===== src/rtl/div_unit.sv =====
// Iterative RV32M divide/remainder unit (DIV, DIVU, REM, REMU).
// Restoring division, one quotient bit per cycle, with a fast path for divide-by-zero and signed overflow.
module div_unit #(
  parameter int XLEN = 32
) (
  input  logic            clk,
  input  logic            rst,
  input  logic            div_valid,
  input  logic [1:0]      div_op,
  input  logic [XLEN-1:0] rs1_data,
  input  logic [XLEN-1:0] rs2_data,
  input  logic [4:0]      rd_addr_in,
  input  logic            flush,
  output logic            busy,
  output logic            rd_wren,
  output logic [4:0]      rd_addr,
  output logic [XLEN-1:0] rd_data
);

  // state | meaning
  // IDLE  | waiting for a request
  // CALC  | 32 restoring-division iterations
  // DONE  | result presented, write-back strobe
  typedef enum logic [1:0] {IDLE, CALC, DONE} state_t;

  localparam logic [XLEN-1:0] MIN_NEG  = {1'b1, {(XLEN-1){1'b0}}};
  localparam logic [XLEN-1:0] ALL_ONES = '1;

  state_t          state, state_nxt;
  logic            accept;
  logic            rem_sel_q, q_neg_q, r_neg_q;
  logic [4:0]      dst_q, cnt_q;
  logic [XLEN-1:0] dvd_q, dsr_q, rem_q;

  logic            op_signed, a_neg, b_neg, div_zero, ovf, special;
  logic [XLEN-1:0] abs_a, abs_b, spec_res;
  logic [XLEN:0]   trial;
  logic            borrow;
  logic [XLEN-1:0] rem_nxt, quo_nxt, fin_res;

  always_comb begin
    op_signed = ~div_op[0];
    a_neg     = op_signed & rs1_data[XLEN-1];
    b_neg     = op_signed & rs2_data[XLEN-1];
    abs_a     = a_neg ? -rs1_data : rs1_data;
    abs_b     = b_neg ? -rs2_data : rs2_data;
    div_zero  = (rs2_data == '0);
    ovf       = op_signed && (rs1_data == MIN_NEG) && (rs2_data == ALL_ONES);
    special   = div_zero | ovf;
    if (div_zero) spec_res = div_op[1] ? rs1_data : ALL_ONES;
    else          spec_res = div_op[1] ? '0 : MIN_NEG;
  end

  // 33-bit trial subtract: the shifted partial remainder can exceed XLEN bits
  always_comb begin
    trial   = {rem_q, dvd_q[XLEN-1]} - {1'b0, dsr_q};
    borrow  = trial[XLEN];
    rem_nxt = borrow ? {rem_q[XLEN-2:0], dvd_q[XLEN-1]} : trial[XLEN-1:0];
    quo_nxt = {dvd_q[XLEN-2:0], ~borrow};
    if (rem_sel_q) fin_res = r_neg_q ? -rem_nxt : rem_nxt;
    else           fin_res = q_neg_q ? -quo_nxt : quo_nxt;
  end

  always_ff @(posedge clk) begin
    if (rst) state <= IDLE;
    else     state <= state_nxt;
  end

  always_comb begin
    state_nxt = state;
    accept    = 1'b0;
    case (state)
      IDLE: if (div_valid && !flush) begin
        accept    = 1'b1;
        state_nxt = special ? DONE : CALC;
      end
      CALC: begin
        if (flush)            state_nxt = IDLE;
        else if (cnt_q == '0) state_nxt = DONE;
      end
      DONE:    state_nxt = IDLE;
      default: state_nxt = IDLE;
    endcase
  end

  always_ff @(posedge clk) begin
    if (rst) begin
      rem_sel_q <= 1'b0;
      q_neg_q   <= 1'b0;
      r_neg_q   <= 1'b0;
      dst_q     <= '0;
      cnt_q     <= '0;
      dvd_q     <= '0;
      dsr_q     <= '0;
      rem_q     <= '0;
      rd_addr   <= '0;
      rd_data   <= '0;
    end else if (accept) begin
      rem_sel_q <= div_op[1];
      q_neg_q   <= a_neg ^ b_neg;
      r_neg_q   <= a_neg;
      dst_q     <= rd_addr_in;
      cnt_q     <= 5'd31;
      dvd_q     <= abs_a;
      dsr_q     <= abs_b;
      rem_q     <= '0;
      if (special) begin
        rd_addr <= rd_addr_in;
        rd_data <= spec_res;
      end
    end else if (state == CALC && !flush) begin
      dvd_q <= quo_nxt;
      rem_q <= rem_nxt;
      if (cnt_q == '0) begin
        rd_addr <= dst_q;
        rd_data <= fin_res;
      end else begin
        cnt_q <= cnt_q - 5'd1;
      end
    end
  end

  assign busy    = (state != IDLE);
  assign rd_wren = (state == DONE) && !flush && (rd_addr != '0);

endmodule


===== config.mk =====
export PLATFORM = sky130hd
export DESIGN_NAME = div_unit
export DESIGN_NICKNAME = d
export VERILOG_FILES = /design/src/rtl/div_unit.sv
export SDC_FILE = /design/constraint.sdc
export NUM_CORES = 1
export LEC_CHECK = 0
export BUFFER_PORTS_ARGS = -buffer_cell sky130_fd_sc_hd__buf_4
export CAP_MARGIN = 30
export CORE_MARGIN = 8
export CORE_UTILIZATION = 60
export CTS_CLUSTER_SIZE = 20
export DETAILED_ROUTE_END_ITERATION = 16
export GPL_TIMING_DRIVEN = 0
export PLACE_DENSITY = 0.78
export SYNTH_ARGS = -nofsm -noshare
export SYNTH_HDL_FRONTEND = slang
export SYNTH_SLANG_ARGS = --single-unit

===== constraint.sdc =====
create_clock -name clk -period 14.31 [get_ports clk]
set_input_delay 0.7155 -clock clk [delete_from_list [all_inputs] [get_ports clk]]
set_output_delay 0.7155 -clock clk [all_outputs]
set_load 0.01 [all_outputs]

Word-level counts from Yosys, hierarchy flattened
Cells that the tools add are included.
W data, S select, Z words.
{"block": "classes", "n_mux": 29, "n_reduce_logical": 18, "bitwise": 6, "n_addsub": 6, "eq_ne": 8}
{"cell": "$mux W32", "n": 15}
{"cell": "$neg A32 Y32", "n": 4}
{"cell": "$eq A32 B32 Y1 const B", "n": 2}
{"cell": "$mux W5", "n": 7}
{"cell": "$sub A33 B32 Y33", "n": 1}
{"cell": "$logic_not A32 Y1", "n": 1}
{"cell": "$mux W2", "n": 4}
{"cell": "$logic_and A1 B1 Y1", "n": 6}
{"cell": "$reduce_bool A2 Y1", "n": 3}
{"cell": "$logic_not A5 Y1", "n": 1}
{"cell": "$reduce_bool A5 Y1", "n": 1}
{"cell": "$sub A5 B1 Y5 const B", "n": 1}
{"cell": "$ne A2 B2 Y1 const B", "n": 2}
{"cell": "$pmux W2 S2", "n": 1}
{"cell": "$reduce_and A2 Y1", "n": 2}
{"cell": "$ne A3 B3 Y1 const B", "n": 1}
{"cell": "$reduce_and A3 Y1", "n": 1}
{"cell": "$and A1 B1 Y1", "n": 2}
{"cell": "$eq A2 B1 Y1 const B", "n": 1}
{"cell": "$eq A2 B2 Y1 const B", "n": 1}
{"cell": "$logic_not A2 Y1", "n": 1}
{"cell": "$mux W1", "n": 2}
{"cell": "$ne A2 B1 Y1 const B", "n": 1}
{"cell": "$not A1 Y1", "n": 2}
{"cell": "4 further kinds", "n": 4}
{"block": "word_totals", "output_inout_bits": 39, "input_bits": 75, "register_bits": 148, "wordCells": 78}

Depth between registers and ports, before layout
{"block": "depth", "ltp_word": 8, "depth_mapped": 23}

Worst setup path before layout
No wires, ideal clock.
{"block": "synth_timing", "path_type": "register to register", "from": "register dvd_q[31]", "to": "register rd_data[28]", "t_arrival_ns": 4.961, "synth_period_minus_slack_ns": 5.094, "stages_incl_launch_ff": 22, "setup_slack_ns": 9.216, "cell_sequence": "dfxtp_1 -> inv_1 -> ha_1 -> inv_1 -> fa_1 -> a211oi_2 -> o211ai_2 -> a21oi_4 -> a211oi_4 -> o21a_2 -> nor2_2 -> buf_2 -> buf_2 -> mux2i_1 -> ha_1 -> nand3_1 -> a2111oi_4 -> o221ai_2 -> or3_1 -> nor4_1 -> mux2i_1 -> a31oi_1"}
{"block": "synth_between", "elab_chain_cells": 8}
{"element": "from (decl)", "line_no": "33", "rtl": "logic [XLEN-1:0] dvd_q, dsr_q, rem_q;"}
{"element": "from (signal assigned)", "line_no": "104", "rtl": "dvd_q <= abs_a;"}
{"element": "from (signal assigned)", "line_no": "112", "rtl": "dvd_q <= quo_nxt;"}
{"element": "$sub A33 B32 Y33", "line_no": "56", "rtl": "trial = {rem_q, dvd_q[XLEN-1]} - {1'b0, dsr_q};"}
{"element": "$mux W32 or $not A1 Y1 (tied branches)", "line_no": "58, 59"}
{"element": "$neg A32 Y32 (on tied branches)", "line_no": "60, 61"}
{"element": "$mux W32 (on tied branches)", "line_no": "60, 61"}
{"element": "$mux W32 (*)", "line_no": "60", "rtl": "if (rem_sel_q) fin_res = r_neg_q ? -rem_nxt : rem_nxt;"}
{"element": "$mux W32 (*)", "line_no": "114", "rtl": "if (cnt_q == '0) begin"}
{"element": "$mux W32 (*)", "line_no": "111", "rtl": "end else if (state == CALC && !flush) begin"}
{"element": "$mux W32 (*)", "line_no": "98", "rtl": "end else if (accept) begin"}
{"element": "to (signal assigned)", "line_no": "109", "rtl": "rd_data <= spec_res;"}
{"element": "to (signal assigned)", "line_no": "116", "rtl": "rd_data <= fin_res;"}
{"element": "to (decl)", "line_no": "17", "rtl": "output logic [XLEN-1:0] rd_data"}
Every way passes the cells marked *; elsewhere a longest branch is shown, timed or not. The select of a mux whose other input is x is not followed.
A chain may end at the register's enable or synchronous reset.

Worst setup path in the final report
{"block": "layout_timing", "from": "register dsr_q[0]", "to": "register rd_data[28]"}
{"block": "layout_between", "elab_chain_cells": 8}
{"element": "from (decl)", "line_no": "33"}
{"element": "from (signal assigned)", "line_no": "105", "rtl": "dsr_q <= abs_b;"}
{"element": "$sub A33 B32 Y33 (*)", "line_no": "56"}
{"element": "$mux W32 or $not A1 Y1 (tied branches)", "line_no": "58, 59"}
{"element": "$neg A32 Y32 (on tied branches)", "line_no": "60, 61"}
{"element": "$mux W32 (on tied branches)", "line_no": "60, 61"}
{"element": "$mux W32 (*)", "line_no": "60"}
{"element": "$mux W32 (*)", "line_no": "114"}
{"element": "$mux W32 (*)", "line_no": "111"}
{"element": "$mux W32 (*)", "line_no": "98"}
Marks and branches as above.

==> summary.txt <==
Outcome
  • Outcome: finished, final reports clean

Power
  • Worst vdd ir: 90.5 uV
  • Tot Pwr: 0.00143 W
  • Leakage power: ~5 nW
  • Pwr per Cell Area: between 100 and 150 mW/mm2

Clock network
  • Root buffer cell: sky130_fd_sc_hd__clkbuf_16
  • Clock-pin slew on the worst setup and hold paths: 0.07 ns
  • Clk_lat worst skew: about 0.44 ns
  • Cts bufs inserted: 17
  • Count of cells resized by post-cts repair: 0
  • Setup Buffers After CTS: 0
  • Maximum buffer depth of the clock tree: 2
  • Total number of clock tree sinks: roughly 150
  • CTS H-Tree Depth: 4
  • Clock tree from TritonCTS: done
  • Hold_buf cts: 0

Critical path
  • Data required time of the critical path: 14.60 ns
  • Critical path launch point type: flip-flop
  • Type of the worst setup path: reg -> reg
  • Stage delay of the slowest cell on the critical path: 0.50 ns
  • Slowest stage cell, crit path: sky130_fd_sc_hd__or3_1
  • Ordered list of cells on the worst path: ha_1, inv_1, fa_1, a211oi_2, o211ai_2, a21oi_4, a211oi_4, o21a_2, nor2_2, buf_2, buf_2, mux2i_1, ha_1, nand3_1, a2111oi_4, o221ai_2, or3_1, nor4_1, mux2i_1, a31oi_1
  • Reg2Reg Depth: 20
  • Type of element capturing the critical path: flip-flop
  • Arrival time of data at the critical path endpoint: 6.93 ns
  • Setup slack, reg-to-reg: 7.67 ns
  • Critical path fanouts, max: 10

Synthesis
  • Largest area contributor in the synthesized netlist: sky130_fd_sc_hd__dfxtp_1
  • Multiplexer fraction of the synthesized cell area: 3.16%
  • Share of the synthesized area in compound gates (AO/OA/AOI/OAI): 29.4%
  • Synthesis warning total: 0
  • Sequential-to-total area share from yosys stat: 25.6%
  • Largest family of logic cells by synthesized area: compound AO/OA/AOI/OAI gates
  • Synthesized netlist net count: 1684
  • Average cell area after synthesis: 7.39 um2
  • Post-synthesis share of cell area spent on and, or, nand and nor gates: 22.0%
  • Synth Area in XOR/XNOR: under 10%
  • Cell area after technology mapping: 0.0116 mm2
  • Area share of fa/ha/maj cells after synthesis: 4.38%
  • Share of flip-flops with an asynchronous set or reset after synthesis: 0%
  • Most used flip-flop cell after synthesis: sky130_fd_sc_hd__dfxtp_1
  • Seq cells post-synth: 148
  • Top cells by count, synth: sky130_fd_sc_hd__nor2_1, sky130_fd_sc_hd__nand2_1, sky130_fd_sc_hd__dfxtp_1
  • Cell count after synthesis: around 1600
  • Fraction of post-synthesis cell area in the top cell type by area: 25.6%
  • EDFF count, synth: 0
  • Main area contributors after synthesis: sky130_fd_sc_hd__dfxtp_1, sky130_fd_sc_hd__nor2_1, sky130_fd_sc_hd__xnor2_1
  • Count of distinct cell types in the synthesized netlist: 87
  • Most frequent cell after synthesis: sky130_fd_sc_hd__nor2_1

Die
  • Die extent in y: around 160 um
  • Initial standard-cell utilization of the core: around three fifths
  • Placement row count: 51
  • Placeable Area: 0.0192 mm2
  • Chip Width: 155 um
  • Area of the die: 0.0240 mm2
  • I/O pins: ~110

GRT
  • Global-route wire length before repair: 68.2 mm
  • Sum of overflow across all layers after global routing: 0
  • Initial antenna violation count: 1
  • Maximum number of pins on one net before global-route repair: 17
  • Vias in the first global route: around 12000
  • Global router's overall resource usage: 35.8%

Cells and area
  • Cell area after layout: approximately 0.013 mm2
  • Sequential cell area: 0.00296 mm2
  • Number of diodes added for antenna fixing: 0
  • Layout overhead on the synthesized area: 15.2%
  • Share of layout cells above drive strength 1: between 10% and 20%
  • Layout Nets: roughly 1800
  • Number of fill cells in the layout: roughly 1700
  • Area used by multi-input combinational logic: 0.00801 mm2

STA
  • Setup TNS: 0 ns
  • Post-layout minimum cycle time: roughly 6.6 ns
  • Post-Route Skew: 0.0111 ns
  • Fmax: 151 MHz
  • Final setup vio count: 0
  • Number of endpoints with negative hold slack in the final report: 0
  • Slew Limit Headroom: 35.8%
  • Number of max-slew violations in the final report: 0
  • RSZ-0062 raised after global routing: false
  • Worst-margin pin slew: 0.960 ns
  • Final critical-path share of the clock period: 46.4%

Place
  • Half-perimeter wire length after placement: about 34 mm
  • Post-Place Cell Area: 0.0128 mm2
  • Final weighted congestion in routability-driven placement: slightly below 1
  • Port Buffer Count: 111

Route
  • Vias post-DR: between 10000 and 15000
  • Length of the first detailed-routing pass in iterations: 7
  • Remaining design rule violation count: 0
  • Iteration-0 DRC Markers: 1501
  • Via-to-Cell Ratio: 6.62
  • Post-route ant nets: 0
  • Detail-routed net length per standard cell: 22.1 um
  • Wirelength, routed: 43.6 mm

Worst hold path
  • Classification of the worst-slack hold path: reg -> reg
  • Worst hold path cell count: 2

Flow run
  • Max-cap check violation count: 0
critical path, delay by kind of cell (launching register included):
family                   cells  cell delay [ns]
buffers and inverters        3             0.88
multiplexers                 2             0.60
AND/OR/NAND/NOR              4             1.63
AO/OA/AOI/OAI                8             1.95
flip-flops                   1             0.46
adder cells (fa/ha/maj)      3             0.94
per-stage QoR:
stage                     cells  utilization [%]  worst slack [ns]  hold WS (ns)
final                      1976             69.6              7.67         0.450
after global routing       1976             69.6              7.49         0.492
after CTS                  1976             69.6              7.88         0.452
after detailed placement   1945             66.5              7.91         0.445
after global placement     1945             66.4              7.99         0.430
after floorplan            1569                -              9.22         0.432
logic make-up (layout without fill, tap and decap cells):
family,Yosys count,count (layout)
mux,36,36
buf+inv,162,304
flops,148,148
fa+ha+maj,40,40
xor+xnor,132,132
simple gates,540,540
compound gates,511,511
layout by cell type, fill, tap and decap left out, types with 17 or more instances in the layout:
cell type,n
sky130_fd_sc_hd__a211oi_1,70
sky130_fd_sc_hd__a21oi_1,137
sky130_fd_sc_hd__a22oi_1,33
sky130_fd_sc_hd__buf_4,114
sky130_fd_sc_hd__clkbuf_1,77
sky130_fd_sc_hd__clkbuf_16,17
sky130_fd_sc_hd__dfxtp_1,148
sky130_fd_sc_hd__ha_1,39
sky130_fd_sc_hd__inv_1,61
sky130_fd_sc_hd__mux2i_1,31
sky130_fd_sc_hd__nand2_1,155
sky130_fd_sc_hd__nand3_1,25
sky130_fd_sc_hd__nand4_1,20
sky130_fd_sc_hd__nor2_1,187
sky130_fd_sc_hd__nor3_1,31
sky130_fd_sc_hd__nor4_1,17
sky130_fd_sc_hd__o21ai_0,93
sky130_fd_sc_hd__o31ai_1,27
sky130_fd_sc_hd__or4_1,20
sky130_fd_sc_hd__xnor2_1,80
sky130_fd_sc_hd__xor2_1,52
registers in the layout, summed over array words and instances, names as in the netlist:
signal     flops
rem_q         32
rd_addr        5
cnt_q          5
dst_q          5
r_neg_q        1
dvd_q         32
rem_sel_q      1
dsr_q         32
state          2
rd_data       32
q_neg_q        1
area by class of cell:
type                            instances  area share [%]
Multi-Input combinational cell       1259            59.9
Sequential cell                       148            22.2
Timing Repair Buffer                  111            6.24
Clock buffer                           17            3.18
Buffer                                100            3.01
Tap cell                              265            2.48
Inverter                               62            1.74
Clock inverter                         14            1.26
power by group:
group | internal, W | total [W] | leakage (nW) | switching [W]
Clock | 0.000262 | 0.000471 | 0.288 | 0.000209
Combinational | 0.000176 | 0.000506 | 3.49 | 0.000330
Sequential | 0.000430 | 0.000450 | 1.20 | 0.0000201
Total | 0.000868 | 0.00143 | 4.98 | 0.000559
path summary, 6_finish.rpt:
| kind | from | to |
|---|---|---|
| max | dsr_q[0] | rd_data[28] |
| min | rd_data[2] | rd_data[2] |
| max reg2reg | dsr_q[0] | rd_data[28] |
| min reg2reg | rd_data[2] | rd_data[2] |
layer usage:
metal  vias to the layer above  wire [um]  GRT usage (%)
met2                       806      18400           53.1
met4                         2       1960           15.8
met5                         -         16              0
met1                      6086      18300           47.9
li1                       5997          -              -
met3                       181       4910           9.65
Note: power is estimated with default switching activity, not from simulation.
